### src/rtl/digital_tube.sv
// Eight-digit multiplexed seven-segment driver with a DATA/CTRL register port.
// DATA is copied to a shadow register once per scan frame so a frame never shows a torn update.
module digital_tube #(
  parameter int SCAN_DIV  = 50000,
  parameter int BLANK_CYC = 16
) (
  input  logic        clk,
  input  logic        reset,
  input  logic        Addr,
  input  logic        WE,
  input  logic [31:0] WD,
  output logic [31:0] RD,
  output logic [7:0]  seg_n,
  output logic [7:0]  sel_n
);

  localparam int DW = (SCAN_DIV > 2) ? $clog2(SCAN_DIV) : 1;
  localparam logic [DW-1:0] DIV_MAX   = DW'(SCAN_DIV - 1);
  localparam logic [DW-1:0] BLANK_LIM = DW'(BLANK_CYC);

  logic [31:0]   data_q,   data_d;
  logic [31:0]   shadow_q, shadow_d;
  logic [15:0]   ctrl_q,   ctrl_d;
  logic [DW-1:0] div_q,    div_d;
  logic [2:0]    idx_q,    idx_d;
  logic [7:0]    seg_n_q,  seg_n_d;
  logic [7:0]    sel_n_q,  sel_n_d;

  logic          div_wrap;
  logic          blank;
  logic [3:0]    digit [8];

  function automatic logic [7:0] decode(input logic [3:0] hex);
    logic [7:0] seg;
    case (hex)
      4'h0: seg = 8'hC0;
      4'h1: seg = 8'hF9;
      4'h2: seg = 8'hA4;
      4'h3: seg = 8'hB0;
      4'h4: seg = 8'h99;
      4'h5: seg = 8'h92;
      4'h6: seg = 8'h82;
      4'h7: seg = 8'hF8;
      4'h8: seg = 8'h80;
      4'h9: seg = 8'h90;
      4'hA: seg = 8'h88;
      4'hB: seg = 8'h83;
      4'hC: seg = 8'hC6;
      4'hD: seg = 8'hA1;
      4'hE: seg = 8'h86;
      default: seg = 8'h8E;
    endcase
    return seg;
  endfunction

  genvar gi;
  generate
    for (gi = 0; gi < 8; gi++) begin : g_digit
      assign digit[gi] = shadow_q[4*gi +: 4];
    end
  endgenerate

  always_comb begin
    data_d = data_q;
    ctrl_d = ctrl_q;
    if (WE) begin
      if (Addr) ctrl_d = WD[15:0];
      else      data_d = WD;
    end

    div_wrap = (div_q == DIV_MAX);
    div_d    = div_wrap ? '0 : div_q + DW'(1);
    idx_d    = div_wrap ? idx_q + 3'd1 : idx_q;

    // Shadow samples the pre-write DATA on the 7->0 wrap, so a colliding write shows a frame later.
    shadow_d = (div_wrap && (idx_q == 3'd7)) ? data_q : shadow_q;

    blank   = (div_q < BLANK_LIM);
    sel_n_d = 8'hFF;
    seg_n_d = 8'hFF;
    if (!blank) begin
      if (ctrl_q[idx_q]) sel_n_d = ~(8'h01 << idx_q);
      seg_n_d = decode(digit[idx_q]);
      if (ctrl_q[{1'b1, idx_q}]) seg_n_d[7] = 1'b0;
    end
  end

  always_ff @(posedge clk or negedge reset) begin
    if (!reset) begin
      data_q   <= '0;
      shadow_q <= '0;
      ctrl_q   <= 16'h00FF;
      div_q    <= '0;
      idx_q    <= '0;
      seg_n_q  <= 8'hFF;
      sel_n_q  <= 8'hFF;
    end else begin
      data_q   <= data_d;
      shadow_q <= shadow_d;
      ctrl_q   <= ctrl_d;
      div_q    <= div_d;
      idx_q    <= idx_d;
      seg_n_q  <= seg_n_d;
      sel_n_q  <= sel_n_d;
    end
  end

  assign RD    = Addr ? {16'h0000, ctrl_q} : data_q;
  assign seg_n = seg_n_q;
  assign sel_n = sel_n_q;

endmodule
### config.mk
export PLATFORM = sky130hd
export DESIGN_NAME = digital_tube
export DESIGN_NICKNAME = d
export VERILOG_FILES = /design/src/rtl/digital_tube.sv
export SDC_FILE = /design/constraint.sdc
export NUM_CORES = 1
export LEC_CHECK = 0
export ABC_AREA = 0
export CAP_MARGIN = 10
export CORE_UTILIZATION = 55
export DETAILED_ROUTE_END_ITERATION = 6
export PLACE_DENSITY = 0.82
export SLEW_MARGIN = 5
export SYNTH_ARGS = -nofsm -noshare
export SYNTH_HDL_FRONTEND = slang
export SYNTH_SLANG_ARGS = --single-unit
### constraint.sdc
create_clock -name clk -period 5.7 [get_ports clk]
set_clock_uncertainty 0.2 [all_clocks]
set_input_delay 1.14 -clock clk [delete_from_list [all_inputs] [get_ports clk]]
set_output_delay 1.14 -clock clk [all_outputs]
set_load 0.03 [all_outputs]
[Word-level counts from Yosys, hierarchy flattened]
Memory sizes are Yosys's and may differ from the RTL's.
Index checks and enable logic that the tools add are counted.
Word-level totals
  bits in registers: 115
  latch bits: 0
  bits in writable memories: 0
  memory bits (read-only): 112
  input port bits: 36
  output and inout bits: 48
  logic and storage cells: 36
  memories: 1
Memories
  (no name shown): words 16, bits a word 7, read ports 1, clocked after memory_dff 0, wr ports 0, line 35  | case (hex)
Cells by class
  add/subtract/negate cells: 2
  multipliers: 0
  divide/modulo/power cells: 0
  order comparisons: 4
  equal/unequal tests: 2
  shifts and indexed selects: 1
  mux-type cells: 13
  bitwise logic cells: 3
  reductions and logical operators: 3
Operators by type and width (count)
  $mux W32: 1
  $mux W8: 3
  $add A16 B1 Y16 const B: 1
  $eq A16 B16 Y1 const B: 1
  $lt A16 B5 Y1 const B: 1
  $mux W16: 1
  $bmux W4 S3: 1
  $mux W4: 2
  $not A8 Y8: 1
  $shl A1 B3 Y8 const A: 1
  $bmux W1 S3: 2
  $lt A3 B5 Y1 const B: 1
  $lt A4 B5 Y1 const B: 1
  $ge A4 B4 Y1 const B: 1
  $not A3 Y4: 1
  $reduce_and A2 Y1: 2
  $add A3 B1 Y3 const B: 1
  $eq A3 B3 Y1 const B: 1
  $mux W1: 3
  $logic_and A1 B1 Y1: 1
  $not A1 Y1: 1

[Depth between registers and ports, before layout]
Gate-level depths: netlist (run 1).
An unclocked memory read counts as a cell.
  word-level depth: 6
  gate-level depth with buffers: 10
  gate-level depth less buffers: 8

[Worst setup path after synthesis (run 1)]
No wires, ideal clock.
  path type: input to output
  start point: input port Addr
  end point: output port RD[10]
  arrival: 2.157 ns
  data required time: 4.360 ns
  slack: 2.203 ns
  stages on the path: 3
  path buffers: 2
  path through: clkbuf_1 clkbuf_1 mux2_2
Between the ends
  longest elaborated chain between the ends: 1
RTL lines
  start: declaration: line 9  | input logic Addr,
  $mux W32: line 108  | assign RD = Addr ? {16'h0000, ctrl_q} : data_q;
  end: declaration: line 12  | output logic [31:0] RD,
No other way between the ends.

[Worst setup path in the final report (run 1)]
  start point: input port Addr
  end point: output port RD[9]
The elaborated chain is that of the path after synthesis.

==> reports/qor.csv, run 1 <==
metric;value;unit
outcome;finished, final reports clean;
Worst Path Required;4360;ps
placed cells;598;
Routed WL per cell;17.3;um
power share of the combinational group;12.7;%
Yosys warning total;0;
clk root buf;clkbuf_8;
reg-to-reg startpoint;div_q[12];
pre-CTS WS;1390;ps
fin crit period;4290;ps
RSZ-0062 raised after global routing;no;
Post-CTS Setup Repair Bufs;0;
global-route wire length before repair;18100;um
WHS Path Cells;1;
Synth area leaders;dfrtp_1 41%, mux2_2 14%, dfstp_2 11%, mux2_4 8.2%, mux4_2 4.1%;
fmax;233;MHz
Hold Crit Start;div_q[0];
global route hottest layer;met2;
Synth Cell Area;0.00552;mm2
crit path launch type;input port;
TritonCTS buffer count;17;
DR vias/cell;5.40;
Post-Layout Cell Count;630;
Fin. Hold Viols;0;
layout net count;533;
worst slew margin relative to its limit;29.2;%
cells on worst reg2reg path;5;
Seq cells post-synth;115;
Sum Neg Setup Slack;0;ps
Worst-path clk slew;50;ps
area grow syn2layout;27.4;%
antenna violations before repair;0;
DR pass1 iterations;4;
Max IR drop VDD;0.200;mV
met2 Track Usage GR;38.2;%
Post-Syn Instances;397;
WL final;10900;um
fillers;675;
sequential share of the synthesized area;52.7;%
CTS tree;yes;
asr flop ratio synth;100;%
Remaining DRCs;0;
r2r setup slk;2340;ps
sw power;0.532;mW
initial DRC count;134;
Distinct cells, synth;39;
largest net degree at the start of global routing;61;
GRT Overall Usage;23.4;%
ant diodes;0;
Pint;1.75;mW
FF/Latch Area;0.00291;mm2
Final Worst Setup Slack;1410;ps
core area;0.00973;mm2
Synth top area share;41.3;%
number of synthesized flops with an enable pin;0;
Critical Path End Type;primary output;
post-CTS resize count;0;
initial core utilization;56.7;%
global placer's final weighted congestion;0.911;
largest area contributor in the netlist;dfrtp_1;
Routed Antenna Nets;0;
RR Endpoint;shadow_q[11];
area occupied by multi-input gates;0.00247;mm2
post-cts hold buffer count;0;
pwr/cell area;324;mW/mm2
Longest Clk Path Bufs;2;
Flop pwr share;40.5;%
Port-buffer cells;83;
most frequent cells after synthesis;91 x dfrtp_1, 71 x mux2_2, 30 x mux2_4;
detailed-route via count;3405;
met3 Use GR;4.86;%
vias in the first global route;3537;
Die W;102;um
Power Total;2.28;mW
share of layout cells above drive strength 1;35.4;%
htree depth;4;
worst slew pin tran;1060;ps
Final Slew Violations;0;
DPL Wire Length;7450;um
Worst Hold End;div_q[0];
DIE AREA;0.0104;mm2
Max-Cap Viols;0;
CP Data Arrival Time;2950;ps
Most used DFF post-synth;dfrtp_1;
clock power share;46.8;%
syn_area_per_cell;13.9;um2
I/O pin count;84;
CP Max Fanout;34;
Leakage;3.09;nW
Worst-Skew Late Latency;510;ps
Die Y;102;um
most common cell in the synthesized netlist;dfrtp_1;
met1 usage;30.9;%
total grt overflow;0;
sw frac;23.4;%
Synthesized Nets;446;
final worst-path cycle share;75.3;%
Worst Setup Path Type;in -> out;
final setup violation count;0;
Worst Hold Class;reg -> reg;
row cnt;36;
CTS Sinks;115;
-- flip-flops by register name, indices dropped and copies added (netlist names) --
register and cells:
div_q 16, idx_q 3, data_q 32, shadow_q 32
ctrl_q 16, sel_n 8, seg_n 8
-- worst max path at each step --
stage,cells past startpoint,end,from,slack [ps]
floorplan,3,RD[10],Addr,2200
global placement,4,RD[2],Addr,1440
detailed placement,4,RD[13],Addr,1390
CTS,4,RD[5],Addr,1390
global route,4,RD[13],Addr,1340
finish,4,RD[9],Addr,1410
-- worst max-delay path, cell delays in order --
cell	delay (ps)
clkdlybuf4s50_1	460
buf_4	350
mux2_2	390
clkdlybuf4s50_1	590
-- power by group through the flow --
stage	Clock, mW	Sequential [mW]	Combinational, mW
2_1_floorplan	0	0.920	0.167
5_1_grt	1.12	0.931	0.308
4_1_cts	1.08	0.924	0.293
6_report	1.07	0.923	0.289
3_5_place_dp	0	0.936	0.290
3_3_place_gp	0	0.935	0.284
-- final cells by class --
| type | instances | share of cell area, % |
|---|---|---|
| inverters | 8 | 0.427 |
| well taps | 133 | 2.37 |
| flip-flops and latches | 115 | 41.4 |
| clock buffers | 22 | 6.30 |
| clock inverters | 10 | 2.23 |
| multi-input cells | 256 | 35.2 |
| repair buffers | 86 | 12.1 |
-- metrics by stage --
| stage | instance area [um2] | utilization [%] | hold slack, ps |
|---|---|---|---|
| detailed placement | 6430 | 66.1 | 289 |
| finish | 7030 | 72.2 | 291 |
| floorplan | 5520 | - | 255 |
| global placement | 6430 | 66.1 | 277 |
| CTS | 7030 | 72.2 | 296 |
| global route | 7030 | 72.2 | 306 |
-- cell usage in the layout, fill, tap and decap left out, types with 3 or more instances in the layout --
master and instances:
nand2_2 3, mux2_2 71, nand2_1 18, clkinv_2 4, bufinv_16 4, nor3_1 6, o221ai_1 3, dfstp_2 24
inv_1 7, ha_1 13, clkbuf_1 4, nand3_1 17, nor2b_1 19, mux2_4 30, mux4_2 10, xor2_1 6
and2_1 3, xnor2_1 10, clkbuf_16 16, mux2i_1 6, clkdlybuf4s50_1 82, dfrtp_1 91, nor2_1 20, buf_4 4
-- per-layer routing --
layer / vias up / share of wire (%)
met5: - / 0
met4: 0 / 1.7
met3: 22 / 3.6
met2: 84 / 50
met1: 1723 / 44
li1: 1576 / -
-- logic make-up after synthesis --
logic type	Yosys count	synth area share, %
adders and majority gates	13	2.95
and+or+nand+nor	95	9.07
buffers and inverters	26	2.47
muxes	118	28.2
DFF	115	52.7
xor gates and xnor gates	16	2.54
AOI/OAI and AO/OA	14	2.00
Power figures use the tool's default switching activity.
==> run 2, diff against run 1 <==
--- a/config.mk
+++ b/config.mk
@@ -7,9 +7,9 @@
 export LEC_CHECK = 0
 export ABC_AREA = 0
 export CAP_MARGIN = 10
-export CORE_UTILIZATION = 55
+export CORE_UTILIZATION = 54
 export DETAILED_ROUTE_END_ITERATION = 6
-export PLACE_DENSITY = 0.82
+export PLACE_DENSITY = 0.81
 export SLEW_MARGIN = 5
 export SYNTH_ARGS = -nofsm -noshare
 export SYNTH_HDL_FRONTEND = slang
==> constraint.sdc (replaced) <==
create_clock -name clk -period 4.5 [get_ports clk]
set_clock_uncertainty 0.2 [all_clocks]
set_input_delay 0.9 -clock clk [delete_from_list [all_inputs] [get_ports clk]]
set_output_delay 0.9 -clock clk [all_outputs]
set_load 0.03 [all_outputs]
==> reports/qor.csv, run 2 (synthesized netlist as in run 1, its figures left out) <==
metric;value;unit
worst slew margin relative to its limit;41.9;%
clk root buf;clkbuf_8;
row cnt;36;
global placer's final weighted congestion;0.824;
Routed Antenna Nets;0;
global-route wire length before repair;18400;um
Sum Neg Setup Slack;0;ps
total grt overflow;0;
WL final;11400;um
Final Worst Setup Slack;670;ps
post-CTS resize count;0;
CP cell instances;clkdlybuf4s50_1 -> buf_4 -> mux2_2 -> clkdlybuf4s50_1;
htree depth;4;
vias in the first global route;3532;
Max-Cap Viols;0;
worst slew pin tran;865;ps
placed cell area;0.00645;mm2
slowest stage delay, CP;600;ps
outcome;finished, final reports clean;
Post-Layout Cell Count;633;
share of layout cells above drive strength 1;36.4;%
Max IR drop VDD;0.276;mV
pwr/cell area;402;mW/mm2
Worst Hold Class;in -> async;
Worst Path Required;3400;ps
post-cts hold buffer count;0;
I/O pin count;84;
Leakage;3.09;nW
FF/Latch Area;0.00291;mm2
DIE AREA;0.0106;mm2
Remaining DRCs;0;
Critical Path End Type;primary output;
CTS tree;yes;
CTS Sinks;115;
CP Max Fanout;34;
fin crit period;3830;ps
final setup violation count;0;
core area;0.00982;mm2
CP Data Arrival Time;2730;ps
most used cell, CP;clkdlybuf4s50_1;
Post-CTS Setup Repair Bufs;0;
Final Slew Violations;0;
Worst Setup Path Type;in -> out;
Die W;103;um
Fin. Hold Viols;0;
pre-CTS WS;671;ps
TritonCTS buffer count;17;
DPL Wire Length;7610;um
area grow syn2layout;27.5;%
r2r setup slk;1460;ps
Worst-path clk slew;60;ps
largest registers;data_q x32, shadow_q x32;
fmax;261;MHz
Routed WL per cell;18.0;um
Worst-Skew Late Latency;520;ps
detailed-route via count;3542;
layout net count;536;
Longest Clk Path Bufs;2;
design area;0.00703;mm2
initial core utilization;56.2;%
ant diodes;0;
Die Y;103;um
antenna violations before repair;0;
DR pass1 iterations;5;
most common cell after layout, fill and taps aside;dfrtp_1;
Power Total;2.82;mW
fillers;696;
most frequent cells in the layout;91 x dfrtp_1, 82 x clkdlybuf4s50_1, 71 x mux2_2, 30 x mux2_4, 24 x dfstp_2;
largest net degree at the start of global routing;52;
GRT Overall Usage;23.7;%
Crit-path slowest cell;clkdlybuf4s50_1;
RSZ-0062 raised after global routing;no;
crit path launch type;input port;
fin util;71.6;%
WHS;203;ps
initial DRC count;152;
placed cells;601;
DR vias/cell;5.60;
final worst-path cycle share;85.1;%
area occupied by multi-input gates;0.00247;mm2
Port-buffer cells;83;
==> run 2: final cells by class <==
cell class                      count  area share (%)
Inverter                            8           0.427
Timing Repair Buffer               89            12.4
Clock inverter                     10            1.50
Clock buffer                       22            6.73
Multi-Input combinational cell    256            35.2
Sequential cell                   115            41.4
Tap cell                          133            2.37
==> run 2: metal layers <==
metal / GRT usage, % / vias up / wire [um] / part of all wire, %
li1: - / 1589 / - / -
met1: 30.5 / 1833 / 4900 / 43
met2: 39.2 / 102 / 5820 / 51
met3: 5.22 / 18 / 471 / 4.1
met4: 10.1 / 0 / 204 / 1.8
met5: 0 / - / 0 / 0
==> run 2: where the power goes <==
part           internal (mW)  leakage [nW]  switching [mW]
Sequential              1.11          1.42          0.0558
Clock                  0.839         0.286           0.448
Combinational          0.190          1.39           0.178
Total                   2.14          3.09           0.682
==> run 2: worst paths after layout <==
path                       startpoint  endpoint  cells past startpoint
min in group clk             div_q[0]  div_q[0]                      1
min reg2reg                  div_q[0]  div_q[0]                      1
min                             reset  div_q[6]                      1
max reg2reg                  idx_q[0]  seg_n[0]                      7
max                              Addr     RD[3]                      4
max in group asynchronous       reset  seg_n[3]                      2
==> run 2: worst max-delay path: cells and delay by family <==
kind | cells | cell delay, ps
buffers and inverters | 3 | 1410
multiplexers | 1 | 400
